==> config.mk <==
export PLATFORM = sky130hd
export DESIGN_NAME = prime_checker_seq_flat
export DESIGN_NICKNAME = d
export VERILOG_FILES = /design/src/rtl/prime_checker_seq_if.sv /design/src/rtl/prime_checker_seq.sv /design/src/flat_wrapper.sv
export SDC_FILE = /design/constraint.sdc
export NUM_CORES = 2
export LEC_CHECK = 0
export ABC_CLOCK_PERIOD_IN_PS = 172900
export CORE_ASPECT_RATIO = 0.5
export CORE_MARGIN = 4
export CORE_UTILIZATION = 30
export CTS_BUF_LIST = sky130_fd_sc_hd__clkbuf_2 sky130_fd_sc_hd__clkbuf_4 sky130_fd_sc_hd__clkbuf_8
export CTS_CLUSTER_SIZE = 10
export DETAILED_ROUTE_END_ITERATION = 6
export SYNTH_ARGS = -nofsm -noshare
export SYNTH_HDL_FRONTEND = slang
export SYNTH_SLANG_ARGS = --single-unit
==> constraint.sdc <==
create_clock -name clk -period 172.9 [get_ports clk]
set_input_delay 34.58 -clock clk [delete_from_list [all_inputs] [get_ports clk]]
set_output_delay 34.58 -clock clk [all_outputs]
set_load 0.1 [all_outputs]
==> src/rtl/prime_checker_seq_if.sv <==
// Number-in / verdict-out handshake bundle for prime_checker_seq.
// res_factor exists only when PRIME_FACTOR_OUT_EN is defined.
interface prime_checker_seq_if #(
  parameter int WIDTH = 32
);
  logic             in_valid;
  logic             in_ready;
  logic [WIDTH-1:0] in_num;
  logic             res_valid;
  logic             res_ready;
  logic [WIDTH-1:0] res_num;
  logic             res_is_prime;
`ifdef PRIME_FACTOR_OUT_EN
  logic [WIDTH-1:0] res_factor;

  modport master (
    output in_valid, in_num, res_ready,
    input  in_ready, res_valid, res_num, res_is_prime, res_factor
  );
  modport slave (
    input  in_valid, in_num, res_ready,
    output in_ready, res_valid, res_num, res_is_prime, res_factor
  );
`else
  modport master (
    output in_valid, in_num, res_ready,
    input  in_ready, res_valid, res_num, res_is_prime
  );
  modport slave (
    input  in_valid, in_num, res_ready,
    output in_ready, res_valid, res_num, res_is_prime
  );
`endif
endinterface

==> src/rtl/prime_checker_seq.sv <==
// Sequential trial-division primality checker: divisor 2 then odd divisors, one per clock, up to sqrt(n).
// Optional feature macro: PRIME_FACTOR_OUT_EN adds the smallest-factor result register.
module prime_checker_seq #(
  parameter int WIDTH = 32
) (
  input  logic               clk,
  input  logic               rst,
  prime_checker_seq_if.slave bus,
  output logic               busy
);

  localparam int W2 = 2 * WIDTH;

  typedef enum logic [1:0] {
    IDLE  = 2'd0,
    CHECK = 2'd1,
    DONE  = 2'd2
  } state_e;

  state_e           state_q, state_d;
  logic [WIDTH-1:0] div_q, div_d;
  logic [WIDTH-1:0] num_q, num_d;
  logic             prime_q, prime_d;
`ifdef PRIME_FACTOR_OUT_EN
  logic [WIDTH-1:0] factor_q, factor_d;
`endif

  logic [W2-1:0]    div_sq;
  logic [WIDTH-1:0] rem;

  // Squaring at double width keeps the d*d > n test exact for every WIDTH.
  assign div_sq = W2'(div_q) * W2'(div_q);
  assign rem    = (div_q == '0) ? '0 : (num_q % div_q);

  always_ff @(posedge clk) begin
    // NOTE: non-blocking assignments so every flop samples the pre-edge value of its peers.
    if (rst) begin
      state_q  <= IDLE;
      div_q    <= '0;
      num_q    <= '0;
      prime_q  <= 1'b0;
`ifdef PRIME_FACTOR_OUT_EN
      factor_q <= '0;
`endif
    end else begin
      state_q  <= state_d;
      div_q    <= div_d;
      num_q    <= num_d;
      prime_q  <= prime_d;
`ifdef PRIME_FACTOR_OUT_EN
      factor_q <= factor_d;
`endif
    end
  end

  always_comb begin
    // NOTE: hold-value defaults first, so no path through this block can infer a latch.
    state_d  = state_q;
    div_d    = div_q;
    num_d    = num_q;
    prime_d  = prime_q;
`ifdef PRIME_FACTOR_OUT_EN
    factor_d = factor_q;
`endif
    unique case (state_q)
      IDLE: begin
        if (bus.in_valid) begin
          num_d = bus.in_num;
          if (bus.in_num <= WIDTH'(1)) begin
            prime_d  = 1'b0;
`ifdef PRIME_FACTOR_OUT_EN
            factor_d = '0;
`endif
            state_d  = DONE;
          end else begin
            div_d   = WIDTH'(2);
            state_d = CHECK;
          end
        end
      end
      CHECK: begin
        if (div_sq > W2'(num_q)) begin
          prime_d  = 1'b1;
`ifdef PRIME_FACTOR_OUT_EN
          factor_d = num_q;
`endif
          state_d  = DONE;
        end else if (rem == '0) begin
          prime_d  = 1'b0;
`ifdef PRIME_FACTOR_OUT_EN
          factor_d = div_q;
`endif
          state_d  = DONE;
        end else begin
          div_d = (div_q == WIDTH'(2)) ? WIDTH'(3) : div_q + WIDTH'(2);
        end
      end
      DONE: begin
        if (bus.res_ready) state_d = IDLE;
      end
      default: state_d = IDLE;
    endcase
  end

  always_comb begin
    bus.in_ready  = (state_q == IDLE);
    bus.res_valid = (state_q == DONE);
    busy          = (state_q == CHECK);
  end

  assign bus.res_num      = num_q;
  assign bus.res_is_prime = prime_q;
`ifdef PRIME_FACTOR_OUT_EN
  assign bus.res_factor   = factor_q;
`endif

endmodule

==> src/flat_wrapper.sv <==
// flat-port wrapper written by rule: the top's interface ports become plain ports
module prime_checker_seq_flat 
#(
  parameter int WIDTH = 32
)
  (clk, rst, busy, bus_in_valid, bus_in_num, bus_res_ready, bus_in_ready, bus_res_valid, bus_res_num, bus_res_is_prime);
  prime_checker_seq_if #(.WIDTH(WIDTH)) bus_i ();
  input  logic clk;
  input  logic rst;
  output logic busy;
  input wire logic [$bits(bus_i.in_valid)-1:0] bus_in_valid;
  input wire logic [$bits(bus_i.in_num)-1:0] bus_in_num;
  input wire logic [$bits(bus_i.res_ready)-1:0] bus_res_ready;
  output wire logic [$bits(bus_i.in_ready)-1:0] bus_in_ready;
  output wire logic [$bits(bus_i.res_valid)-1:0] bus_res_valid;
  output wire logic [$bits(bus_i.res_num)-1:0] bus_res_num;
  output wire logic [$bits(bus_i.res_is_prime)-1:0] bus_res_is_prime;
  assign bus_i.in_valid = bus_in_valid;
  assign bus_i.in_num = bus_in_num;
  assign bus_i.res_ready = bus_res_ready;
  assign bus_in_ready = bus_i.in_ready;
  assign bus_res_valid = bus_i.res_valid;
  assign bus_res_num = bus_i.res_num;
  assign bus_res_is_prime = bus_i.res_is_prime;
  prime_checker_seq #(.WIDTH(WIDTH)) u_core (.clk(clk), .rst(rst), .bus(bus_i), .busy(busy));
endmodule
## Word-level counts from Yosys, hierarchy flattened

Cells that the tools add are included.

| word-level totals | value |
|---|---|
| register bits after elaboration | 67 |
| output and inout bits | 36 |
| logic and storage cells | 45 |

| cells by class | value |
|---|---|
| $add $sub $neg | 1 |
| $mul | 1 |
| divide/modulo/power cells | 1 |
| $lt $le $gt $ge | 2 |
| eq/ne operators | 10 |
| mux-type cells | 18 |
| reduce and logical (&&, ||, !) cells | 8 |

Operators by type and width:

| operator | number |
|---|---|
| $mux 32 | 6 |
| $gt 64x32->1 | 1 |
| $logic_not 32->1 | 2 |
| $mul 32x32->64 | 1 |
| $pmux 32 s2 | 1 |
| $add 32x2->32 const B | 1 |
| $eq 32x2->1 const B | 1 |
| $le 32x1->1 const B | 1 |
| $mod 32x32->32 | 1 |
| $mux 2 | 5 |
| $ne 2x2->1 const B | 5 |
| $pmux 2 s3 | 1 |
| $reduce_and 5->1 | 1 |
| $mux 1 | 4 |
| $reduce_and 4->1 | 1 |
| $ne 3x1->1 const B | 1 |
| $reduce_and 3->1 | 1 |
| $eq 2x1->1 const B | 1 |
| $eq 2x2->1 const B | 1 |
| $logic_not 2->1 | 1 |
| $ne 2x1->1 const B | 1 |
| $pmux 1 s2 | 1 |
| $reduce_and 2->1 | 1 |
| $reduce_bool 2->1 | 1 |

## Depth between registers and ports, before layout

| depth | value |
|---|---|
| depth after elaboration | 6 |
| depth in mapped cells | 339 |
| gate-level depth less buffers | 305 |

## Least setup slack after synthesis

No wires, ideal clock.

| timing path | value |
|---|---|
| kind | flip-flop to flip-flop |
| start | register u_core.div_q[2] |
| end | register u_core.div_q[9] |
| arrival time | 71.004 ns |
| required time | 172.785 ns |
| setup slack | 101.781 ns |
| cell stages (with the launch flop) | 307 |
| buffers on the path | 56 |
| cell sequence | dfxtp_1 clkbuf_1 inv_1 clkbuf_1 buf_1 ha_1 nand3b_1 nor4_1 and3_1 o22ai_1 nor2_1 ha_1 o21a_1 o21ai_0 nor2_1 mux2_2 ha_1 o211a_1 [... 271 more ...] a21oi_1 o221ai_1 a2111oi_1 o21ai_0 a21oi_1 o21bai_1 a2111oi_0 o21ai_0 and4b_1 nand4_1 a2111oi_0 and4b_1 and3_1 o41ai_1 or2_1 buf_4 buf_4 nor2_1 |

| on the way | value |
|---|---|
| word-level cells in the longest chain between the ends | 5 |

RTL lines:

| item | RTL line | text |
|---|---|---|
| start, declared | prime_checker_seq.sv:21 | `logic [WIDTH-1:0] div_q, div_d;` |
| start signal, assigned | prime_checker_seq.sv:47 | `div_q <= div_d;` |
| $mod 32x32->32, or another cell as far along | prime_checker_seq.sv:33 | `assign rem = (div_q == '0) ? '0 : (num_q % div_q);` |
| $mux 32 (on tied branches) | prime_checker_seq.sv:33, prime_checker_seq.sv:95 |  |
| $logic_not 32->1 or $mux 32 (tied branches) | prime_checker_seq.sv:88 | `end else if (rem == '0) begin` |
| $ne 2x2->1 (no source line) or $mux 32 (tied branches) | n/a |  |
| $reduce_and 5->1 (no source line) or $pmux 32 s2 (tied branches) | n/a |  |

Several ways; a longest one is shown, not always the timed one. The select of a mux whose other input is x is not followed.
A chain may end at the register's enable or synchronous reset.

## Worst setup path after layout

| timing path | value |
|---|---|
| start | register u_core.div_q[10] |
| end | register u_core.div_q[8] |

| on the way | value |
|---|---|
| word-level cells in the longest chain between the ends | 5 |

RTL lines:

| item | RTL line |
|---|---|
| $mod 32x32->32, or another cell as far along | prime_checker_seq.sv:33 |
| $mux 32 (on tied branches) | prime_checker_seq.sv:33, prime_checker_seq.sv:95 |
| $logic_not 32->1 or $mux 32 (tied branches) | prime_checker_seq.sv:88 |
| $ne 2x2->1 (no source line) or $mux 32 (tied branches) | n/a |
| $reduce_and 5->1 (no source line) or $pmux 32 s2 (tied branches) | n/a |

Several ways; a longest one is shown, not always the timed one. The select of a mux whose other input is x is not followed.

==> flow_summary_export.csv <==
group,metric,value,unit
worst_setup_path,end_kind,"register",
min_path,hold_end,"u_core.bus.res_num[5]",
clock_tree,ctsResizeCount,0,
clock_tree,post_cts_buffers,0,
floorplan,initial_utilization,30.3,%
sta,fmax,0.0113,GHz
sta,fin_skew,0.0217,ns
clock_tree,cts_hold_buf,0,
global_route,grt_first_pass_wirelength,394000,um
worst_setup_path,critPathBufInv,16,
worst_setup_path,arrival,88.99,ns
sta,hold_slack,0.543,ns
yosys,netlist_instances,8462,
placement,gp_congestion,1.05,
run_status,outcome,"finished with violations",
sta,worst-slew-pin-transition,1.53,ns
floorplan,rows,119,
clock_tree,clk_latency,0.45,ns
worst_setup_path,r2r_start,"u_core.div_q[10]",
worst_setup_path,path_delay_family,"compound AO/OA/AOI/OAI gates",
clock_tree,cts_buffers,9,
worst_setup_path,worstSetupStartpointType,"register",
drt,drc,0,
drt,vias,64300,
yosys,synth_nets,10100,
clock_tree,cts.sinks,67,
clock_tree,clk_path_buf_depth,2,
yosys,synth_seq_cells,67,
sta,fin_crit,88.66,ns
cells_and_area,syn2layout_area_growth,6.98,%
worst_setup_path,cp_slowest_cell,"nor3_1",
worst_setup_path,critPathKind,"register to register",
floorplan,die_w,662,um
drt,wirelength,266000,um
sta,hold_viol,0,
global_route,grt_overflow_total,0,
yosys,synthFlopType,"dfxtp_1",
drt,wl_per_cell,23.7,um
clock_tree,cts-root-buf,"clkbuf_8",
placement,dpl.hpwl,215000,um
min_path,hold_start,"u_core.bus.res_num[5]",
sta,tns,0,ns
sta,slew_headroom,-2.62,%
global_route,antenna_found_initial,9,
yosys,syn_area_per_cell,7.59,um2
worst_setup_path,cp.required,173.23,ns
cells_and_area,fillCellCount,22700,
sta,period_share,51.3,%
floorplan,core_area,212000,um2
yosys,netlist-cell-type-count,102,
min_path,hold_depth,2,
min_path,hold_path_class,"register to register",
worst_setup_path,r2r_slack,84.24,ns
yosys,synth_seq_area_share,2.09,%
yosys,async_flop_share,0,%
floorplan,die_y,335,um
worst_setup_path,cpMostUsedCell,"ha_1",
yosys,synthesis.area,64200,um2
worst_setup_path,crit_cells,271,
yosys,synth_edf_count,0,
clock_tree,cts_tree,"built",
worst_setup_path,ff2ff_path_depth,271,
sta,rsz0062_at_grt,"no",
sta,setup_viol,0,
job,max_cap_viol_count,2,
clock_tree,clkTransAtPathRegs,0.10,ns
worst_setup_path,reg2reg_to,"u_core.div_q[8]",
placement,io_buffers,71,
drt,ant_nets,0,
worst_setup_path,worstPathMaxFanout,41,
worst_setup_path,cpPeakStageDelay,1.22,ns
floorplan,io-pin-count,72,
drt,drt-initial-drc-count,6633,
drt,via_per_inst,5.71,
global_route,grt_max_degree,48,
clock_tree,h-tree-depth,3,
run_status,violations,"capacitance limit, slew limit",
sta,slew_viol_final,11,
cells_and_area,nNetsFinal,10100,
cells_and_area,drive_gt1_share,4.09,%
drt,dr.pass1.iters,6,
global_route,grtUsageTotal,23.3,%
yosys,yosysWarnings,0,
global_route,grt_pass1_vias,61400,
floorplan,die-area,222000,um2
-- cell usage after synthesis (all sizes together) (31+ instances only) --
master  instances  area [um2]
a21oi         567        2860
o31ai          52         395
o22ai          36         225
and2           33         206
nand3         179         896
or2            46         288
inv          1065        4000
o21ai         387        1940
a21o          200        1500
and3           61         382
xnor2         268        2350
xor2          165        1450
o21bai         51         383
fa            811       16200
nand2b         67         419
o211ai         71         533
buf            70         317
or3            80         500
nor4           63         445
a31oi          86         538
nand2         953        3580
nor2          912        3420
mux2i          36         360
nand4          80         507
mux2           40         450
ha            832       10400
a211oi         79         598
nor3          185         947
clkbuf        221         830
o221ai         31         272
o21a          147        1100
nor2b          47         294
dfxtp          67        1340
-- worst max-delay path by stage --
stage / end / from
6_report: u_core.div_q[8] / u_core.div_q[10]
5_1_grt: u_core.div_q[17] / u_core.div_q[10]
4_1_cts: u_core.div_q[8] / u_core.div_q[10]
3_5_place_dp: u_core.div_q[8] / u_core.div_q[10]
3_3_place_gp: u_core.div_q[6] / u_core.div_q[10]
2_1_floorplan: u_core.div_q[9] / u_core.div_q[2]
-- final cells by class --
type | instances | area, um2 | share of cell area (%)
Clock inverter | 7 | 58.8 | 0.0856
Timing Repair Buffer | 214 | 1790 | 2.61
Multi-Input combinational cell | 7031 | 57700 | 84.1
Antenna cell | 6 | 15.0 | 0.0219
Sequential cell | 67 | 1340 | 1.96
Tap cell | 2843 | 3560 | 5.18
Inverter | 1073 | 4030 | 5.87
Clock buffer | 9 | 124 | 0.180
-- cell families (layout without fill, tap and decap cells) --
kind of cell             after synthesis  after routing  synth area share [%]
adder cells (fa/ha/maj)             1643           1643                  41.5
AND/OR/NAND/NOR                     2797           2797                  19.7
flip-flops                            67             67                  2.09
multiplexers                          76             76                  1.26
buffers and inverters               1364           1303                  8.06
XOR/XNOR                             433            433                  5.91
other                                  0              6                     0
AO/OA/AOI/OAI                       2082           2082                  21.5
-- cells in the final DEF, fill, tap and decap left out, types with 28 or more instances in the layout --
cell type and instances:
inv_1 1049, nand2_1 952, nor2_1 911, ha_1 832, fa_1 811, a21oi_1 562
o21ai_0 362, xnor2_1 268, a21o_1 200, nor3_1 182, nand3_1 179, xor2_1 165
o21a_1 147, buf_4 142, a31oi_1 86, or3_1 80, nand4_1 79, a211oi_1 78
o211ai_1 71, clkdlybuf4s50_1 70, nand2b_1 67, dfxtp_1 66, and3_1 61, nor4_1 58
o21bai_1 51, o31ai_1 50, nor2b_1 47, or2_2 41, mux2_2 40, o22ai_1 36
mux2i_1 36, and2_1 32, o221ai_1 31, o2111ai_1 28
-- worst reg2reg max path, delay by kind of cell (launching register included) --
family	cells	cell delay, ns
buffers and inverters	16	3.40
multiplexers	5	1.80
adder cells (fa/ha/maj)	31	9.70
AND/OR/NAND/NOR	83	25.18
AO/OA/AOI/OAI	136	48.17
flip-flops	1	0.31
-- metrics by stage --
step	utilization (%)	std cells	area, um2	worst slack, ns
finish	32.5	11300	68700	84.24
global route	32.5	11200	68700	80.13
CTS	32.4	11200	68700	87.58
detailed placement	32.4	11200	68500	87.87
global placement	32.4	11200	68500	88.94
floorplan	-	8462	64200	101.78
-- flip-flops by register name (all words and copies together), names as in the netlist --
register / cells
u_core.bus.res_num: 32
u_core.div_q: 32
u_core.state_q: 2
u_core.bus.res_is_prime: 1
-- per-layer routing --
layer  vias up  wire length [um]  GRT usage [%]
met5         -                53              0
met4         8             10800           7.91
met3       473             28500           4.62
met2      3352            111000           35.3
met1     31300            116000           33.0
li1      29100                 -              -
Power is not shown: default switching activity piles up to over one toggle a cycle in this logic, so the estimate is an artifact.
